==> config.mk <==
export PLATFORM = sky130hd
export DESIGN_NAME = sb_pipe
export DESIGN_NICKNAME = d
export VERILOG_FILES = /design/src/rtl/sb_pipe.sv
export SDC_FILE = /design/constraint.sdc
export NUM_CORES = 1
export LEC_CHECK = 0
export ABC_AREA = 1
export ABC_CLOCK_PERIOD_IN_PS = 1900
export BUFFER_PORTS_ARGS = -buffer_cell sky130_fd_sc_hd__buf_4
export CAP_MARGIN = 20
export CORE_UTILIZATION = 31
export CTS_BUF_LIST = sky130_fd_sc_hd__clkbuf_8
export CTS_CLUSTER_DIAMETER = 120
export DETAILED_ROUTE_END_ITERATION = 8
export GPL_TIMING_DRIVEN = 0
export PLACE_DENSITY = 0.56
export REMOVE_ABC_BUFFERS = 1
export SLEW_MARGIN = 20
export SYNTH_ARGS = -nofsm -noshare
export SYNTH_HDL_FRONTEND = slang
export SYNTH_SLANG_ARGS = --single-unit
==> constraint.sdc <==
create_clock -name clk -period 1.9 [get_ports clk]
set_input_delay 0.285 -clock clk [delete_from_list [all_inputs] [get_ports clk]]
set_output_delay 0.285 -clock clk [all_outputs]
set_load 0.02 [all_outputs]
==> src/rtl/sb_pipe.sv <==
// Three-stage, multi-lane evaluator of sb(z) = log2(1 + 2^z) in signed Q.8 fixed point.
// Positive z is folded through sb(z) = z + sb(-z); sb(n), n <= 0, uses a 5-segment shift-add fit.
module sb_pipe #(
  parameter int W     = 11,
  parameter int LANES = 1,
  parameter int TAG_W = 4
) (
  input  logic               clk,
  input  logic               rst,
  input  logic               in_valid,
  output logic               in_ready,
  input  logic [LANES*W-1:0] in_z,
  input  logic [TAG_W-1:0]   in_tag,
  output logic               out_valid,
  input  logic               out_ready,
  output logic [LANES*W-1:0] out_sb,
  output logic [TAG_W-1:0]   out_tag
);

  localparam int XW = W + 2;

  typedef logic signed [XW-1:0] xw_t;
  typedef logic signed [W-1:0]  w_t;

  localparam xw_t LIM_S0 = xw_t'(-64);
  localparam xw_t LIM_S1 = xw_t'(-256);
  localparam xw_t LIM_S2 = xw_t'(-512);
  localparam xw_t LIM_S3 = xw_t'(-1024);
  localparam xw_t OFS_S0 = xw_t'(256);
  localparam xw_t OFS_S1 = xw_t'(248);
  localparam xw_t OFS_S2 = xw_t'(208);
  localparam xw_t OFS_S3 = xw_t'(144);
  localparam xw_t MAX_V  = {3'b000, {(W-1){1'b1}}};
  localparam xw_t MIN_V  = {3'b111, {(W-1){1'b0}}};

  function automatic xw_t sx(input logic [W-1:0] v);
    return xw_t'(w_t'(v));
  endfunction

  // n is already folded to n <= 0, so only the negative half-line is fitted.
  function automatic xw_t seg_eval(input xw_t n);
    xw_t s;
    if (n >= LIM_S0)      s = (n >>> 1) + OFS_S0;
    else if (n >= LIM_S1) s = (n >>> 2) + (n >>> 3) + OFS_S1;
    else if (n >= LIM_S2) s = (n >>> 2) + OFS_S2;
    else if (n >= LIM_S3) s = (n >>> 3) + OFS_S3;
    else                  s = '0;
    return s;
  endfunction

  function automatic w_t sat(input xw_t r);
    w_t o;
    if (r > MAX_V)      o = w_t'(MAX_V);
    else if (r < MIN_V) o = w_t'(MIN_V);
    else                o = w_t'(r);
    return o;
  endfunction

  logic v1_q, v1_d, v2_q, v2_d, v3_q, v3_d;
  logic load1, load2, load3, accept;

  logic [LANES-1:0][W-1:0] n1_q, n1_d, z1_q, z1_d;
  logic [LANES-1:0]        pos1_q, pos1_d;
  logic [TAG_W-1:0]        tag1_q, tag1_d;

  logic [LANES-1:0][W-1:0] sb2_q, sb2_d, z2_q, z2_d;
  logic [LANES-1:0]        pos2_q, pos2_d;
  logic [TAG_W-1:0]        tag2_q, tag2_d;

  logic [LANES-1:0][W-1:0] r3_q, r3_d;
  logic [TAG_W-1:0]        tag3_q, tag3_d;

  // Each stage loads when empty or when its successor drains this cycle.
  always_comb begin
    load3 = !v3_q || out_ready;
    load2 = !v2_q || load3;
    load1 = !v1_q || load2;
  end

  assign in_ready = !rst && load1;
  assign accept   = in_valid && in_ready;

  always_comb begin
    v1_d   = v1_q;
    n1_d   = n1_q;
    z1_d   = z1_q;
    pos1_d = pos1_q;
    tag1_d = tag1_q;
    if (load1) begin
      v1_d = accept;
      if (accept) begin
        tag1_d = in_tag;
        for (int k = 0; k < LANES; k++) begin
          z1_d[k]   = in_z[k*W +: W];
          pos1_d[k] = w_t'(in_z[k*W +: W]) > w_t'(0);
          n1_d[k]   = pos1_d[k] ? -in_z[k*W +: W] : in_z[k*W +: W];
        end
      end
    end
  end

  always_comb begin
    v2_d   = v2_q;
    sb2_d  = sb2_q;
    z2_d   = z2_q;
    pos2_d = pos2_q;
    tag2_d = tag2_q;
    if (load2) begin
      v2_d = v1_q;
      if (v1_q) begin
        tag2_d = tag1_q;
        pos2_d = pos1_q;
        z2_d   = z1_q;
        for (int k = 0; k < LANES; k++) begin
          sb2_d[k] = w_t'(seg_eval(sx(n1_q[k])));
        end
      end
    end
  end

  always_comb begin
    v3_d   = v3_q;
    r3_d   = r3_q;
    tag3_d = tag3_q;
    if (load3) begin
      v3_d = v2_q;
      if (v2_q) begin
        tag3_d = tag2_q;
        for (int k = 0; k < LANES; k++) begin
          r3_d[k] = sat(pos2_q[k] ? sx(z2_q[k]) + sx(sb2_q[k]) : sx(sb2_q[k]));
        end
      end
    end
  end

  always_ff @(posedge clk) begin
    if (rst) begin
      v1_q   <= 1'b0;
      v2_q   <= 1'b0;
      v3_q   <= 1'b0;
      n1_q   <= '0;
      z1_q   <= '0;
      pos1_q <= '0;
      tag1_q <= '0;
      sb2_q  <= '0;
      z2_q   <= '0;
      pos2_q <= '0;
      tag2_q <= '0;
      r3_q   <= '0;
      tag3_q <= '0;
    end else begin
      v1_q   <= v1_d;
      v2_q   <= v2_d;
      v3_q   <= v3_d;
      n1_q   <= n1_d;
      z1_q   <= z1_d;
      pos1_q <= pos1_d;
      tag1_q <= tag1_d;
      sb2_q  <= sb2_d;
      z2_q   <= z2_d;
      pos2_q <= pos2_d;
      tag2_q <= tag2_d;
      r3_q   <= r3_d;
      tag3_q <= tag3_d;
    end
  end

  assign out_valid = v3_q;
  assign out_sb    = r3_q;
  assign out_tag   = tag3_q;

  assert property (@(posedge clk) disable iff (rst)
    (out_valid && !out_ready) |=> (out_valid && $stable(out_sb) && $stable(out_tag)));

endmodule

# Word-level counts from Yosys, hierarchy flattened
# Index checks and enable logic that the tools add are counted.
dict set report op_classes {
  n_addsub 7
  n_lt_le_gt_ge 7
  n_mux 8
  n_reduce_logical 12
}
# operator n
set op_table {}
lappend op_table {{2-to-1 mux 11 bit} 7}
lappend op_table {{> comparator 13 x 11 -> 1 bit (second input constant)} 1}
lappend op_table {{less-than comparator 13 x 11 -> 1 bit (second input constant)} 1}
lappend op_table {{2-to-1 mux 13 bit} 1}
lappend op_table {{adder 11 x 11 -> 12 bit} 1}
lappend op_table {{adder 10 x 10 -> 11 bit (second input constant)} 1}
lappend op_table {{adder 10 x 9 -> 11 bit (second input constant)} 1}
lappend op_table {{greater-or-equal comparator 11 x 10 -> 1 bit (second input constant)} 1}
lappend op_table {{greater-or-equal comparator 11 bit (second input constant)} 1}
lappend op_table {{greater-or-equal comparator 11 x 7 -> 1 bit (second input constant)} 1}
lappend op_table {{greater-or-equal comparator 11 x 9 -> 1 bit (second input constant)} 1}
lappend op_table {{> comparator 11 x 1 -> 1 bit (second input constant)} 1}
lappend op_table {{negator 11 bit} 1}
lappend op_table {{adder 8 x 9 -> 10 bit (second input constant)} 1}
lappend op_table {{adder 9 x 8 -> 10 bit} 1}
lappend op_table {{adder 9 x 9 -> 10 bit (second input constant)} 1}
lappend op_table {{AND reduction 2 bit} 3}
lappend op_table {{zero test 1 bit} 4}
lappend op_table {{logical OR 1 bit} 3}
lappend op_table {{logical AND 1 bit} 2}
dict set report totals {
  ff_bits 72
  input_bits 19
  word_cells 47
}

# Longest topological paths before layout
# Gate-level depths: netlist of the first run.
dict set report logic_depth {
  ltp_word 7
  depth_mapped 15
  mapped_depth_nobuf 15
}

# Worst setup path before layout of the first run
# OpenSTA, ideal clock, no wires.
dict set report synth_timing {
  kind {reg-to-reg}
  startpoint {register n1_q[3] (netlist bit)}
  endpoint {register sb2_q[5] (netlist bit)}
  arrival_time_ps 1981
  t_required_ps 1786
  slack_ps -195
  path_stages_with_launch 12
  path_buffers 0
  period_less_slack_ps 2095
  path_cell_list {dfxtp_1 > inv_1 > ha_1 > ha_1 > fa_1 > nand3_1 > nand3_1 > xor2_1 > a21oi_1 > nand2_1 > nand2_1 > a21oi_2}
}
dict set report synth_via {
  elab_chain_cells 5
  elab_cells_between_ends 13
  classes_between {add/sub (5); order compare (4); mux (4)}
}
# item line
set synth_rtl {}
lappend synth_rtl {{from (decl)} 62} ;# logic [LANES-1:0][W-1:0] n1_q, n1_d, z1_q, z1_d;
lappend synth_rtl {{from (signal assigned)} 155} ;# n1_q <= n1_d;
lappend synth_rtl {{branches (longest 4 deep; another with adder 10 x 9 -> 11 bit)} n/a}
lappend synth_rtl {{2-to-1 mux 11 bit *} 43} ;# if (n >= LIM_S0) s = (n >>> 1) + OFS_S0;
lappend synth_rtl {{to (signal assigned)} 145} ;# sb2_q <= '0;
lappend synth_rtl {{to (signal assigned)} 159} ;# sb2_q <= sb2_d;
lappend synth_rtl {{to (decl)} 66} ;# logic [LANES-1:0][W-1:0] sb2_q, sb2_d, z2_q, z2_d;
# Mark *: on every way between the ends.
# A chain may end at the register's enable or synchronous reset.

# Final worst setup path of the first run
# Same ends and word-level chain as after synthesis.

==> results.toml, run 1 <==
[sta]
period_share = 1.05
clock_skew_ps = 8.81
fmax_mhz = 499
tns_ps = -530
hold_violations = 0
slew-limit-headroom = 0.621
worst_slew_pin_slew_ps = 568
setup_viol = 10
rsz0062_at_grt = "true"
fin_crit_ps = 2000
maxSlewViolCount = 0
setup_ws_ps = -103
holdWs_ps = 137

[finish]
post-route-cell-area_sq_um = 6340
syn2layout_area_growth_pct = 35.4
stdcell_count = 942
diodes = 0
drive_gt1_frac = 0.328
fin_nets = 815
nFillCells = 1512
multi_input_area_sq_um = 3480
register_area_sq_um = 1460

[clock_network]
cts_tree = "built"
clk_pin_slew_ps = 80
worstSkewPairLatency_ps = 350
h-tree-depth = 3
cts_buffers = 9
clock_sinks = 71
cts-root-buf = "clkbuf_8"
clockBufferDepth = 2

[grt]
track_usage = 0.166
overflow = 0
grt_pass1_vias = 4237
antenna_found_initial = 0
grt_pass1_wl_mm = 20.9
grt_max_degree = 46

[synth]
yosys_warnings = 0
yosysMostFrequentCell = "nand2_1"
yosysTopAreaCellShare = 0.304
synthFlopType = "dfxtp_1"
netlist_area_sq_um = 4680
synth_top_cell_by_area = "dfxtp_1"
synthTopCellsByArea = "dfxtp_1 30%, nand2_1 13%, ha_1 11%, a21oi_1 7.5%, nor2_1 6.1%"
synth_enable_flop_cells = 0
syn_area_per_cell_sq_um = 6.80
async_flop_share = 0
ys_ff_latch = 71
synth_cells = 688
ys_seq_area_frac = 0.304
synth_commonest_cells = "159 x nand2_1, 76 x nor2_1, 75 x inv_1, 71 x dfxtp_1, 70 x a21oi_1"
yosysUniqueCellTypes = 39

[drt]
drtPass1Iterations = 5
drc = 0
drt_iter0_markers = 273
vias = 4720
met1_length_mm = 6.28
top_layer_used = "met4"
postRouteAntennaNets = 0
met3_wirelength_um = 672
wl_per_cell_um = 14.3
wl_met2_mm = 6.42
vias_per_cell = 5.01
drt_wl_total_mm = 13.5

[placement]
dp.cells = 886
gp_congestion = 0.843
place_hpwl_mm = 8.50
portBuffers = 35
dpl_cell_area_sq_um = 5030

[critical_path]
max_stage_delay_ps = 400
r2r_start = "n1_q[3]$_SDFFE_PP0P_"
endpoint_kind = "flip-flop"
crit_arrival_ps = 2230
crit_fanout = 4
startpoint_type = "flip-flop"
rr_endpoint = "sb2_q[5]$_SDFFE_PP0P_"
required_ps = 2130
crit_top_cell = "ha_4"
crit_slowest_cell = "fa_2"
crit_type = "flip-flop to flip-flop"
crit_chain = "inv_4 > ha_4 > ha_4 > fa_2 > nand3_2 > nand3_4 > xor2_1 > a21oi_1 > nand2_1 > nand2_2 > a21oi_2"
reg2regPathDepth = 11
regToRegSetupSlack_ps = -100

[floorplan]
rows = 44
io_pins = 36
design.core.area_sq_um = 14600
die_area_sq_um = 15600
initial_utilization = 0.320
die_w_um = 125
die_y_um = 125

[hold_path]
hold_path_class = "primary input to flip-flop"
min_from = "in_tag[3]"
hold_depth = 3
hold_end = "tag1_q[3]$_SDFFE_PP0P_"

[outcome]
status = "complete, but fails checks"
violations = "negative setup slack"

[power_and_ir_drop]
p_per_area_nw_per_um2 = 667
irDropWorstVdd_mv = 0.448
total_power_uw = 4230
leakagePower_uw = 0.00269

[flow_run]
max_cap_viol_count = 0
-- layer usage --
layer / GRT usage / vias to the layer above
li1: - / 2391
met3: 0.0425 / 12
met1: 0.221 / 2215
met4: 0.0337 / 0
met5: 0 / -
met2: 0.271 / 102
-- power breakdown --
part | internal [uW] | switching (uW) | total, uW
Combinational | 478 | 652 | 1130
Clock | 864 | 573 | 1440
Sequential | 1570 | 85.0 | 1660
-- registers in the layout, indices dropped and copies added (netlist names), 4 cells and up --
name     flops
n1_q        11
out_sb      11
out_tag      4
sb2_q       11
tag1_q       4
tag2_q       4
z1_q        10
z2_q        11
-- logic make-up (layout without fill, tap and decap cells) --
logic type | count (synthesis) | after routing | share of synthesized area
simple gates | 308 | 310 | 0.284
compound gates | 150 | 150 | 0.174
xor+xnor | 14 | 14 | 0.0262
flops | 71 | 71 | 0.304
buf+inv | 103 | 171 | 0.0973
fa+ha+maj | 42 | 42 | 0.116
-- placed cells by master, fill, tap and decap left out, drive strengths merged, types with 5 or more instances in the layout --
cell,instances
nand2,162
inv,83
nor2,80
a21oi,76
buf,71
dfxtp,71
o21ai,58
nand3,51
ha,40
xor2,12
clkbuf,9
nand4,7
a211oi,5
-- stage by stage --
stage,setup slack (ps),utilization
after CTS,-71.8,0.396
after global placement,-800,0.343
after global routing,-233,0.433
after floorplan,-199,-
final,-103,0.433
after detailed placement,-783,0.343
-- worst max path at each step --
stage                                     from                    end  slack, ps  cells past startpoint
after global routing      n1_q[3]$_SDFFE_PP0P_  sb2_q[5]$_SDFFE_PP0P_       -230                     11
after CTS                 n1_q[8]$_SDFFE_PP0P_  sb2_q[7]$_SDFFE_PP0P_        -70                     13
after floorplan           n1_q[3]$_SDFFE_PP0P_  sb2_q[5]$_SDFFE_PP0P_       -200                     11
after global placement                     rst   n1_q[1]$_SDFFE_PP0P_       -800                      8
final                     n1_q[3]$_SDFFE_PP0P_  sb2_q[5]$_SDFFE_PP0P_       -100                     11
after detailed placement                   rst   n1_q[1]$_SDFFE_PP0P_       -780                      8
-- timing repair --
action | CTS | global route
gates cloned | 3 | 2
setup buffers | 22 | 14
gates resized for setup | 92 | 98
endpoints found under the setup margin | 60 | 22
pin swaps | 25 | 40
hold buffers | 0 | 0
-- worst max-delay path, delay by kind of cell, from the launching register on --
kind            cells  cell delay (ps)
compound gates      2              180
flops               1              370
simple gates        4              350
fa+ha+maj           3              800
xor+xnor            1              150
buf+inv             1               40
-- layout make-up --
| class | instances | share of cell area |
|---|---|---|
| clock buffers | 9 | 0.0195 |
| flip-flops and latches | 71 | 0.230 |
| well taps | 184 | 0.0363 |
| repair inverters | 3 | 0.00355 |
| inverters | 82 | 0.0575 |
| multi-input cells | 516 | 0.549 |
| repair buffers | 71 | 0.0865 |
| clock inverters | 6 | 0.0176 |
Power figures use the tool's default switching activity.
==> inputs of run 2 (changes only) <==
PLACE_DENSITY = 0.5   (was 0.56)
==> run 2 against run 1 <==
  * Largest power group unchanged
  * Final area fell by 2.6%
  * Die area did not move
  * The run still ends with negative setup slack left
  * Core utilization fell by 1.1 points
  * Sequential share of layout area rose by 0.69 points
  * First-iteration DRC count fell by 7.3%
  * Via count fell by 3.5%
  * Register-to-register slack barely moved
  * Flip-flop and latch count did not move
  * Sequential power barely moved
==> results.toml, run 2 (same netlist as run 1, synthesis figures left out) <==
[critical_path]
rr_endpoint = "sb2_q[8]$_SDFFE_PP0P_"
crit_fanout = 3
reg2regPathDepth = 12
startpoint_type = "flip-flop"
r2r_start = "n1_q[3]$_SDFFE_PP0P_"
crit_arrival_ps = 2220
endpoint_kind = "flip-flop"
crit_type = "flip-flop to flip-flop"
regToRegSetupSlack_ps = -100
required_ps = 2120

[placement]
dp_slack_ps = -787
gp_congestion = 0.827
place_hpwl_mm = 8.97
portBuffers = 35

[power_and_ir_drop]
irDropWorstVdd_mv = 0.392
p_per_area_nw_per_um2 = 643
total_power_uw = 3970
leakagePower_uw = 0.00261

[sta]
rsz0062_at_grt = "true"
clock_skew_ps = 16.6
fin_crit_ps = 2000
setup_ws_ps = -99.4
setup_viol = 5
maxSlewViolCount = 0
hold_violations = 0
slew-limit-headroom = 0.650
period_share = 1.05
fmax_mhz = 500
worst_slew_pin_slew_ps = 524

[outcome]
violations = "negative setup slack"
status = "complete, but fails checks"

[drt]
vias = 4557
vias_per_cell = 4.91
drt_iter0_markers = 253
wl_per_cell_um = 14.5
drt_wl_total_mm = 13.5
drc = 0
postRouteAntennaNets = 0
drtPass1Iterations = 4

[grt]
antenna_found_initial = 0
grt_max_degree = 46
track_usage = 0.175
grt_pass1_wl_mm = 22.2
grt_pass1_vias = 4430
overflow = 0

[floorplan]
rows = 44
die_y_um = 125
die_w_um = 125
initial_utilization = 0.320
design.core.area_sq_um = 14600
die_area_sq_um = 15600
io_pins = 36

[clock_network]
clock_sinks = 71
clk_pin_slew_ps = 80
h-tree-depth = 3
cts_hold_buf = 0
cts-root-buf = "clkbuf_8"
cts_tree = "built"
worstSkewPairLatency_ps = 350
clockBufferDepth = 2
cts_buffers = 9

[hold_path]
hold_end = "tag1_q[3]$_SDFFE_PP0P_"
hold_depth = 3
hold_path_class = "primary input to flip-flop"
min_from = "in_tag[3]"

[finish]
diodes = 0
layout_common_cells = "133 x nand2_1, 69 x nor2_1, 60 x inv_1"
fin_nets = 801
syn2layout_area_growth_pct = 31.9
drive_gt1_frac = 0.315
final_common_cell = "nand2_1"

[flow_run]
max_cap_viol_count = 0
==> run 2: changes by cell type in the layout (fill, tap and decap cells not counted), sizes merged <==
cell    before  now
buf         71   58
clkinv       3    4
inv         83   84
bufinv       3    1
==> run 2: metrics by stage <==
stage | cells | hold WS [ps] | setup TNS [ps] | util | cell area [sq um]
3_5_place_dp | 886 | 446 | -30040 | 0.343 | 5030
6_report | 929 | 136 | -347 | 0.421 | 6170
2_1_floorplan | 667 | 347 | -1460 | - | 4540
3_3_place_gp | 886 | 439 | -28690 | 0.343 | 5030
4_1_cts | 920 | 122 | -501 | 0.393 | 5750
5_1_grt | 929 | 131 | -2090 | 0.421 | 6170
==> run 2: power by group <==
group,internal [uW],total (uW),switching [uW],leakage [uW]
sequential,1570,1660,83.4,0.000592
clock,622,1230,606,0.000105
combinational,451,1090,635,0.00191
==> run 2: timing repair <==
action	4_1_cts	5_1_grt
pin swaps	20	33
setup endpoints to repair	60	38
setup buffers	14	9
gates resized for setup	97	81
cloned	4	0
==> run 2: how the worst max path moves through the flow <==
| stage | from | endpoint | cells past startpoint |
|---|---|---|---|
| floorplan | n1_q[3]$_SDFFE_PP0P_ | sb2_q[5]$_SDFFE_PP0P_ | 11 |
| global placement | rst | n1_q[1]$_SDFFE_PP0P_ | 8 |
| detailed placement | rst | n1_q[6]$_SDFFE_PP0P_ | 10 |
| CTS | n1_q[3]$_SDFFE_PP0P_ | sb2_q[5]$_SDFFE_PP0P_ | 11 |
| global route | n1_q[8]$_SDFFE_PP0P_ | sb2_q[10]$_SDFFE_PP0P_ | 14 |
| finish | n1_q[3]$_SDFFE_PP0P_ | sb2_q[8]$_SDFFE_PP0P_ | 12 |
==> run 2: worst max-delay path, stage by stage, from the launching register on <==
cell and delay, ps:
dfxtp_4 360, buf_4 140, ha_1 250, ha_2 360, nand3_1 80, nand2_2 100
nand3_1 100, nand2_1 80, nand2_1 40, nand3_1 100, nand3_1 100, nand2_1 90
a21oi_1 60
==> run 2: final cells by class <==
| cell class | instances | area (sq um) |
|---|---|---|
| inverters | 82 | 357 |
| flip-flops and latches | 71 | 1470 |
| clock buffers | 9 | 124 |
| multi-input cells | 516 | 3460 |
| fillers | 1535 | 8470 |
| well taps | 184 | 230 |
| repair inverters | 2 | 13.8 |
| clock inverters | 7 | 78.8 |
| repair buffers | 58 | 443 |
==> run 2: metal layers <==
metal	global-route usage	share of wire	up-vias
met5	0	0	-
met1	0.235	0.47	2123
met2	0.292	0.49	58
met4	0.0545	0.013	0
met3	0.0215	0.022	13
li1	-	-	2363
